[src/rtl/window_generator_pkg.sv]
// -----------------------------------------------------------------------------
// window_generator_pkg
// Shared definitions for the sliding-window generator:
//   - addr_width(): width needed to hold a column (or row) index 0..N
//   - win_bit():    flat bit position of window element (row r, column c)
//   - MinWindowSize: smallest legal window edge
// -----------------------------------------------------------------------------
package window_generator_pkg;

    localparam int MinWindowSize = 3;

    // Width of a counter/address able to represent 0..count.
    function automatic int addr_width(input int count);
        return $clog2(count + 1);
    endfunction

    // Window bit r*n+c: r=0 oldest row, c=0 oldest column.
    function automatic int win_bit(input int r, input int c, input int n);
        return (r * n) + c;
    endfunction

endpackage

[src/rtl/window_generator_if.sv]
// -----------------------------------------------------------------------------
// window_generator_if
// Bundles the pixel stream input, the external line-buffer port and the
// window result of window_generator.
//   master : pixel source / line-buffer owner / window consumer
//   slave  : window_generator itself
// Signals:
//   PixelValid, Pixel, FrameStart : raster pixel stream
//   LbWriteEnable, LbAddr, LbData : line-buffer write port (combinational)
//   LbLineData                    : line-buffer async read data, bit n-2 = row y-1
//   Window, WindowValid, FrameDone: registered window result
// -----------------------------------------------------------------------------
interface window_generator_if #(
    parameter int AddrWidth  = 3,
    parameter int WindowSize = 3
);
    logic                               PixelValid;
    logic                               Pixel;
    logic                               FrameStart;
    logic                               LbWriteEnable;
    logic [AddrWidth-1:0]               LbAddr;
    logic                               LbData;
    logic [WindowSize-2:0]              LbLineData;
    logic [WindowSize*WindowSize-1:0]   Window;
    logic                               WindowValid;
    logic                               FrameDone;

    modport master (
        output PixelValid, Pixel, FrameStart, LbLineData,
        input  LbWriteEnable, LbAddr, LbData, Window, WindowValid, FrameDone
    );

    modport slave (
        input  PixelValid, Pixel, FrameStart, LbLineData,
        output LbWriteEnable, LbAddr, LbData, Window, WindowValid, FrameDone
    );
endinterface

[src/rtl/window_generator_raster_counter.sv]
// -----------------------------------------------------------------------------
// window_generator_raster_counter
// Column/row counters indexing the current raster pixel.
// Ports:
//   clk, rst_n    : clock, asynchronous active-low reset
//   pixel_valid   : advance the position on this cycle
//   frame_start   : current pixel is (0,0); alone it just clears the counters
//   cur_x, cur_y  : coordinates of the pixel presented this cycle
//   last_pixel    : current pixel is (ImageWidth-1, ImageHeight-1)
// -----------------------------------------------------------------------------
module window_generator_raster_counter
    import window_generator_pkg::*;
#(
    parameter int ImageWidth  = 7,
    parameter int ImageHeight = 7,
    parameter int XWidth      = 3,
    parameter int YWidth      = 3
) (
    input  logic              clk,
    input  logic              rst_n,
    input  logic              pixel_valid,
    input  logic              frame_start,
    output logic [XWidth-1:0] cur_x,
    output logic [YWidth-1:0] cur_y,
    output logic              last_pixel
);

    localparam logic [XWidth-1:0] XLast = XWidth'(ImageWidth - 1);
    localparam logic [YWidth-1:0] YLast = YWidth'(ImageHeight - 1);
    localparam logic [XWidth-1:0] XOne  = XWidth'(1);
    localparam logic [YWidth-1:0] YOne  = YWidth'(1);
    localparam logic [XWidth-1:0] XZero = {XWidth{1'b0}};
    localparam logic [YWidth-1:0] YZero = {YWidth{1'b0}};

    logic [XWidth-1:0] x_r;
    logic [YWidth-1:0] y_r;
    logic [XWidth-1:0] cur_x_s;
    logic [YWidth-1:0] cur_y_s;
    logic [XWidth-1:0] nxt_x_s;
    logic [YWidth-1:0] nxt_y_s;
    logic              last_x_s;
    logic              last_y_s;

    // Current position: FrameStart forces (0,0) irrespective of the counters.
    always_comb begin
        if (frame_start) begin
            cur_x_s = XZero;
            cur_y_s = YZero;
        end else begin
            cur_x_s = x_r;
            cur_y_s = y_r;
        end
    end

    assign last_x_s = (cur_x_s == XLast);
    assign last_y_s = (cur_y_s == YLast);

    // Next position: advance with wrap on a valid pixel, clear on a bare
    // FrameStart, hold otherwise.
    always_comb begin
        nxt_x_s = x_r;
        nxt_y_s = y_r;
        if (pixel_valid) begin
            if (last_x_s) begin
                nxt_x_s = XZero;
                if (last_y_s) begin
                    nxt_y_s = YZero;
                end else begin
                    nxt_y_s = cur_y_s + YOne;
                end
            end else begin
                nxt_x_s = cur_x_s + XOne;
                nxt_y_s = cur_y_s;
            end
        end else if (frame_start) begin
            nxt_x_s = XZero;
            nxt_y_s = YZero;
        end else begin
            nxt_x_s = x_r;
            nxt_y_s = y_r;
        end
    end

    // Position registers.
    always_ff @(posedge clk or negedge rst_n) begin
        if (!rst_n) begin
            x_r <= XZero;
            y_r <= YZero;
        end else begin
            x_r <= nxt_x_s;
            y_r <= nxt_y_s;
        end
    end

    assign cur_x      = cur_x_s;
    assign cur_y      = cur_y_s;
    assign last_pixel = last_x_s & last_y_s;

endmodule

[src/rtl/window_generator.sv]
// -----------------------------------------------------------------------------
// window_generator
// Builds an n x n binary neighbourhood from a raster pixel stream using an
// external (n-1)-row line buffer.
// Ports:
//   Clock  : single clock, rising edge
//   nReset : asynchronous active-low reset
//   bus    : window_generator_if.slave (pixel stream, line-buffer port,
//            Window / WindowValid / FrameDone results)
// The line buffer is read asynchronously at LbAddr and written on the same
// edge that captures its read data, so the window sees the old column
// contents (rows y-1 .. y-(n-1)) while the new pixel replaces them.
// -----------------------------------------------------------------------------
module window_generator
    import window_generator_pkg::*;
#(
    parameter int ImageWidth  = 7,
    parameter int ImageHeight = 7,
    parameter int WindowSize  = 3
) (
    input  logic               Clock,
    input  logic               nReset,
    window_generator_if.slave  bus
);

    localparam int AddrWidth = addr_width(ImageWidth);
    localparam int YWidth    = addr_width(ImageHeight);
    localparam int WinBits   = WindowSize * WindowSize;

    localparam logic [AddrWidth-1:0] XFirstFull = AddrWidth'(WindowSize - 1);
    localparam logic [YWidth-1:0]    YFirstFull = YWidth'(WindowSize - 1);

    logic [AddrWidth-1:0] cur_x_s;
    logic [YWidth-1:0]    cur_y_s;
    logic                 last_pixel_s;
    logic                 full_s;
    logic [WinBits-1:0]   win_nxt_s;
    logic [WinBits-1:0]   win_r;
    logic                 win_valid_r;
    logic                 frame_done_r;

    window_generator_raster_counter #(
        .ImageWidth  (ImageWidth),
        .ImageHeight (ImageHeight),
        .XWidth      (AddrWidth),
        .YWidth      (YWidth)
    ) u_raster_counter (
        .clk         (Clock),
        .rst_n       (nReset),
        .pixel_valid (bus.PixelValid),
        .frame_start (bus.FrameStart),
        .cur_x       (cur_x_s),
        .cur_y       (cur_y_s),
        .last_pixel  (last_pixel_s)
    );

    // Line-buffer write port follows the pixel stream directly.
    assign bus.LbWriteEnable = bus.PixelValid;
    assign bus.LbAddr        = cur_x_s;
    assign bus.LbData        = bus.Pixel;

    // The window only covers image pixels once n-1 rows and columns precede
    // the current pixel; stale line-buffer rows and previous-row tails are
    // hidden by this flag alone.
    assign full_s = (cur_x_s >= XFirstFull) && (cur_y_s >= YFirstFull);

    // Window shift: every column moves one step older; the newest column is
    // the line-buffer column with the live pixel as the newest row.
    always_comb begin
        win_nxt_s = win_r;
        if (bus.PixelValid) begin
            for (int r = 0; r < WindowSize; r++) begin
                for (int c = 0; c < WindowSize; c++) begin
                    if (c < WindowSize - 1) begin
                        win_nxt_s[win_bit(r, c, WindowSize)] = win_r[win_bit(r, c + 1, WindowSize)];
                    end else if (r < WindowSize - 1) begin
                        win_nxt_s[win_bit(r, c, WindowSize)] = bus.LbLineData[r];
                    end else begin
                        win_nxt_s[win_bit(r, c, WindowSize)] = bus.Pixel;
                    end
                end
            end
        end else begin
            win_nxt_s = win_r;
        end
    end

    // Window register plus its registered qualifiers.
    always_ff @(posedge Clock or negedge nReset) begin
        if (!nReset) begin
            win_r        <= {WinBits{1'b0}};
            win_valid_r  <= 1'b0;
            frame_done_r <= 1'b0;
        end else begin
            win_r        <= win_nxt_s;
            win_valid_r  <= bus.PixelValid & full_s;
            frame_done_r <= bus.PixelValid & last_pixel_s;
        end
    end

    assign bus.Window      = win_r;
    assign bus.WindowValid = win_valid_r;
    assign bus.FrameDone   = frame_done_r;

endmodule

[src/flat_wrapper.sv]
// flat-port wrapper written by rule: the top's interface ports become plain ports
module window_generator_flat import window_generator_pkg::*;
#(
    parameter int ImageWidth  = 7,
    parameter int ImageHeight = 7,
    parameter int WindowSize  = 3
)
  (Clock, nReset, bus_PixelValid, bus_Pixel, bus_FrameStart, bus_LbLineData, bus_LbWriteEnable, bus_LbAddr, bus_LbData, bus_Window, bus_WindowValid, bus_FrameDone);
  window_generator_if #(.AddrWidth((3)), .WindowSize(WindowSize)) bus_i ();
  input  logic Clock;
  input  logic nReset;
  input wire logic [$bits(bus_i.PixelValid)-1:0] bus_PixelValid;
  input wire logic [$bits(bus_i.Pixel)-1:0] bus_Pixel;
  input wire logic [$bits(bus_i.FrameStart)-1:0] bus_FrameStart;
  input wire logic [$bits(bus_i.LbLineData)-1:0] bus_LbLineData;
  output wire logic [$bits(bus_i.LbWriteEnable)-1:0] bus_LbWriteEnable;
  output wire logic [$bits(bus_i.LbAddr)-1:0] bus_LbAddr;
  output wire logic [$bits(bus_i.LbData)-1:0] bus_LbData;
  output wire logic [$bits(bus_i.Window)-1:0] bus_Window;
  output wire logic [$bits(bus_i.WindowValid)-1:0] bus_WindowValid;
  output wire logic [$bits(bus_i.FrameDone)-1:0] bus_FrameDone;
  assign bus_i.PixelValid = bus_PixelValid;
  assign bus_i.Pixel = bus_Pixel;
  assign bus_i.FrameStart = bus_FrameStart;
  assign bus_i.LbLineData = bus_LbLineData;
  assign bus_LbWriteEnable = bus_i.LbWriteEnable;
  assign bus_LbAddr = bus_i.LbAddr;
  assign bus_LbData = bus_i.LbData;
  assign bus_Window = bus_i.Window;
  assign bus_WindowValid = bus_i.WindowValid;
  assign bus_FrameDone = bus_i.FrameDone;
  window_generator #(.ImageWidth(ImageWidth), .ImageHeight(ImageHeight), .WindowSize(WindowSize)) u_core (.Clock(Clock), .nReset(nReset), .bus(bus_i));
endmodule
[config.mk]
export PLATFORM = sky130hd
export DESIGN_NAME = window_generator_flat
export DESIGN_NICKNAME = d
export VERILOG_FILES = /design/src/rtl/window_generator_pkg.sv /design/src/rtl/window_generator_if.sv /design/src/rtl/window_generator_raster_counter.sv /design/src/rtl/window_generator.sv /design/src/flat_wrapper.sv
export SDC_FILE = /design/constraint.sdc
export NUM_CORES = 1
export LEC_CHECK = 0
export CORE_MARGIN = 4
export CORE_UTILIZATION = 42
export CTS_BUF_LIST = sky130_fd_sc_hd__clkbuf_8
export DETAILED_ROUTE_END_ITERATION = 16
export GPL_TIMING_DRIVEN = 0
export PLACE_DENSITY_LB_ADDON = 0.08
export SLEW_MARGIN = 0
export SYNTH_ARGS = -nofsm -noshare
export SYNTH_HDL_FRONTEND = slang
export SYNTH_SLANG_ARGS = --single-unit
[constraint.sdc]
create_clock -name Clock -period 1.3 [get_ports Clock]
set_input_delay 0.39 -clock Clock [delete_from_list [all_inputs] [get_ports Clock]]
set_output_delay 0.39 -clock Clock [all_outputs]
set_load 0.03 [all_outputs]
# Word-level counts from Yosys, hierarchy flattened
# Cells that the tools add are included.
word_totals:
  inputBits: 7
  output_inout_bits: 16
  regBits: 17
  wordCells: 22
op_classes:
  muxes: 7
  order_cmp: 2
  add_sub_neg: 2
  eq_ne: 2
  n_reduce_logical: 1
  bitwise_logic: 3
op_table:
  columns: ["cell", "n"]
  rows:
  - ["$mux 3", 7]
  - ["$add 3x1->3 const B", 2]
  - ["$eq 3x3->1 const B", 2]
  - ["$ge 3x2->1 const B", 2]
  - ["$and 1x1->1", 3]
  - ["$logic_and 1x1->1", 1]

# Depth between registers and ports, before layout
logic_depth:
  ltp_word: 5
  ltp_mapped: 5
  depth_no_buf: 3

# Cells and area by module
# From an unflattened synthesis, not the netlist that was laid out.
hier_totals:
  cells_unflattened: 63
  area_unflattened_um2: 794.5
modules_own_cells:
  columns: ["mod", "cells_each", "area_per_inst_um2", "instances"]
  rows:
  - ["window_generator", 25, 451.7, 1]
  - ["window_generator_raster_counter", 38, 342.8, 1]

# Worst setup path before layout
# No wires, ideal clock.
synth_path:
  kind: "input-to-output"
  from: "input port bus_FrameStart"
  to: "output port bus_LbAddr[1]"
  path_slack_ns: -0.101
  t_arrival_ns: 1.011
  cell_stages: 2
  path_cell_list: "clkbuf_1 > nor2b_1"
synth_between:
  elab_chain_cells: 1
synth_rtl:
  columns: ["item", "line_no", "source"]
  rows:
  - ["start: declaration", "flat_wrapper.sv:14", "input wire logic [$bits(bus_i.FrameStart)-1:0] bus_FrameStart;"]
  - ["$mux 3", null, null]
  - ["end: declaration", "flat_wrapper.sv:17", "output wire logic [$bits(bus_i.LbAddr)-1:0] bus_LbAddr;"]
# No other way between the ends.

# Final worst setup path
layout_path:
  from: "input port bus_FrameStart"
  to: "output port bus_LbAddr[0]"
# Same word-level chain as after synthesis.

==> flow_metrics.tcl <==
set metrics [dict create \
    grt_pass1_vias 642 \
    layout_min_cycle_time_ns 1.34 \
    groute.usage.overall_pct 14.5 \
    fp.dieArea_sq_um 2550 \
    cp.buffers_inverters 4 \
    ys_seq_area_share_pct 56.2 \
    chipWidth_um 50.5 \
    port_buffers 21 \
    slew_violations 0 \
    critPathKind "input pin to primary output" \
    cpMaxStageDelayCell "nand2b_4" \
    rows 15 \
    ctsHoldBuffers 0 \
    rsz0062_at_grt "yes" \
    dpl.hpwl_um 992 \
    ys_async_sr_fraction_pct 100 \
    ys.flop_type "dfrtp_1" \
    maxCapViolations 0 \
    synth_top_area_cell "dfrtp_1" \
    whs_ns 0.432 \
    final_net_count 104 \
    drive_above_1_share_pct 50.0 \
    timing.final.ws_setup_ns -0.0377 \
    gp_congestion 0.768 \
    htreeDepth 1 \
    worstPathMaxFanout 5 \
    path_cells "buf_2, buf_8, nand2b_4, inv_2, buf_6" \
    final_util_pct 64.0 \
    top_level_ports 23 \
    clockBufferDepth 2 \
    yosys-top-cells-count "dfrtp_1, mux2_2, a21oi_1, nand2_1" \
    critical_path.startpoint "bus_FrameStart" \
    dr.pass1.iters 2 \
    endpoint_kind "primary output" \
    arrival_ns 0.95 \
    powerDensity_nw_per_um2 1190 \
    period_share_pct 103 \
    numCtsBuffers 3 \
    diodes 0 \
    drc 0 \
    synthTopCellsByArea "dfrtp_1, mux2_2, nand4b_1" \
    critPathLaunchType "input pin" \
    vias 582 \
    cp_top_family "buffers and inverters" \
    clk_pin_slew_ns 0.06 \
    fin_area_sq_um 1090 \
    worst_clock_skew_ns 0.000671 \
    required_ns 0.91 \
    violations "negative setup slack" \
    wire_per_inst_um 12.4 \
    synth_area_per_cell_sq_um 12.0 \
    grt_pass1_wl_mm 2.76 \
    ys.warnings.count 0 \
    synth_edf_count 0 \
    ys_ff_latch 17 \
    worstHoldStart "bus_PixelValid" \
    peakVddDrop_uv 774 \
    clkLatencyLatePin_ns 0.25 \
    die_h_um 50.5 \
    cts-root-buf "clkbuf_8" \
    antenna_found_initial 0 \
    first_iter_violations 3 \
    p_leak_nw 0.486 \
    syn-cell-area_sq_um 757 \
    reg2reg_from "u_core.u_raster_counter.x_r[2]" \
    initial_core_util_pct 44.3 \
    tns_ns -0.0798 \
    syn_nets 70 \
    worst_pin_slew_ns 0.747 \
    placed_area_sq_um 1000 \
    slowest_delay_ns 0.14 \
    design_power_total_w 0.00130 \
    fmax_ghz 0.748 \
    final_hold_viol_count 0 \
    drtAntennaViolNets 0 \
    fillers 143 \
    synth.top_cell.area_share_pct 56.2 \
    routed_wl_mm 1.50 \
    core-area_sq_um 1710 \
    synthCells 63 \
    cts_tree "built" \
    maxSlewHeadroom_pct 50.0 \
    cts_num_sinks 17 \
    hp-class "input pin to register" \
    finalSetupViolCount 3 \
    overflow 0 \
    grt_max_degree 18 \
    yosysUniqueCellTypes 21 \
    area_growth_pct 44.3 \
    status "complete, but fails checks" \
    synth.most_common_cell "dfrtp_1" \
    via_per_inst 4.81 \
]
## per-layer routing
| metal | vias to the layer above | track usage (%) | share of wire [%] |
|---|---|---|---|
| met5 | - | 0 | 0 |
| met4 | 0 | 8.07 | 2.1 |
| met2 | 14 | 23.5 | 48 |
| li1 | 285 | - | - |
| met1 | 279 | 17.6 | 45 |
| met3 | 4 | 3.26 | 4.5 |
## logic make-up after synthesis
logic type             count (synthesis)  synth area share (%)
flip-flops                            17                  56.2
multiplexers                          10                  14.7
buffers and inverters                  7                  5.12
AND/OR/NAND/NOR                       20                  17.0
AO/OA/AOI/OAI                          9                  6.94
## layout by cell type (no fill, tap or decap), types with 3 or more instances in the layout
cell type        count
dfrtp_2              3
nor3b_1              3
buf_4               11
clkbuf_8             3
mux2_2               9
nand4b_1             3
buf_2               11
nand2_1              4
a21oi_1              3
clkdlybuf4s50_1      3
buf_6                5
dfrtp_1             14
## where the power goes
| part | internal, W | switching, W | total [W] | leakage (nW) |
|---|---|---|---|---|
| Sequential | 0.000579 | 0.0000308 | 0.000609 | 0.210 |
| Combinational | 0.000130 | 0.000177 | 0.000308 | 0.249 |
| Clock | 0.000209 | 0.000170 | 0.000379 | 0.0269 |
## stage by stage
| stage | setup WS [ns] | instances |
|---|---|---|
| after detailed placement | -1.13 | 109 |
| final | -0.0377 | 121 |
| after floorplan | -0.101 | 63 |
| after global placement | -1.10 | 109 |
| after global routing | -0.105 | 121 |
| after CTS | -0.0708 | 119 |
## sequential cells by signal, indices dropped and copies added (netlist names)
signal and cells:
u_core.u_raster_counter.x_r 3, u_core.bus.FrameDone 1, u_core.bus.WindowValid 1, u_core.bus.Window 9, u_core.u_raster_counter.y_r 3
## repair_timing
| action | 4_1_cts | 5_1_grt |
|---|---|---|
| setup buffers | 7 | 2 |
| pin swaps | 1 | 1 |
| endpoints found under the setup margin | 20 | 8 |
| resized for setup | 90 | 7 |
## final timing paths
check	cells past startpoint	slack [ns]	to
max	5	-0.04	bus_LbAddr[0]
min	2	0.43	u_core.bus.Window[8]
max reg2reg	4	0	u_core.u_raster_counter.y_r[1]
min reg2reg	1	0.51	u_core.bus.Window[0]
max in group asynchronous	1	0.20	u_core.u_raster_counter.x_r[2]
min in group asynchronous	1	0.58	u_core.u_raster_counter.y_r[2]
## layout make-up
cell class / count / area, sq um / share of cell area (%)
Buffer: 5 / 45.0 / 4.12
Clock buffer: 3 / 41.3 / 3.78
Clock inverter: 1 / 3.75 / 0.344
Inverter: 1 / 3.75 / 0.344
Multi-Input combinational cell: 39 / 312 / 28.5
Sequential cell: 17 / 429 / 39.3
Tap cell: 25 / 31.3 / 2.86
Timing Repair Buffer: 30 / 226 / 20.7
(Power assumes the default switching activity.)
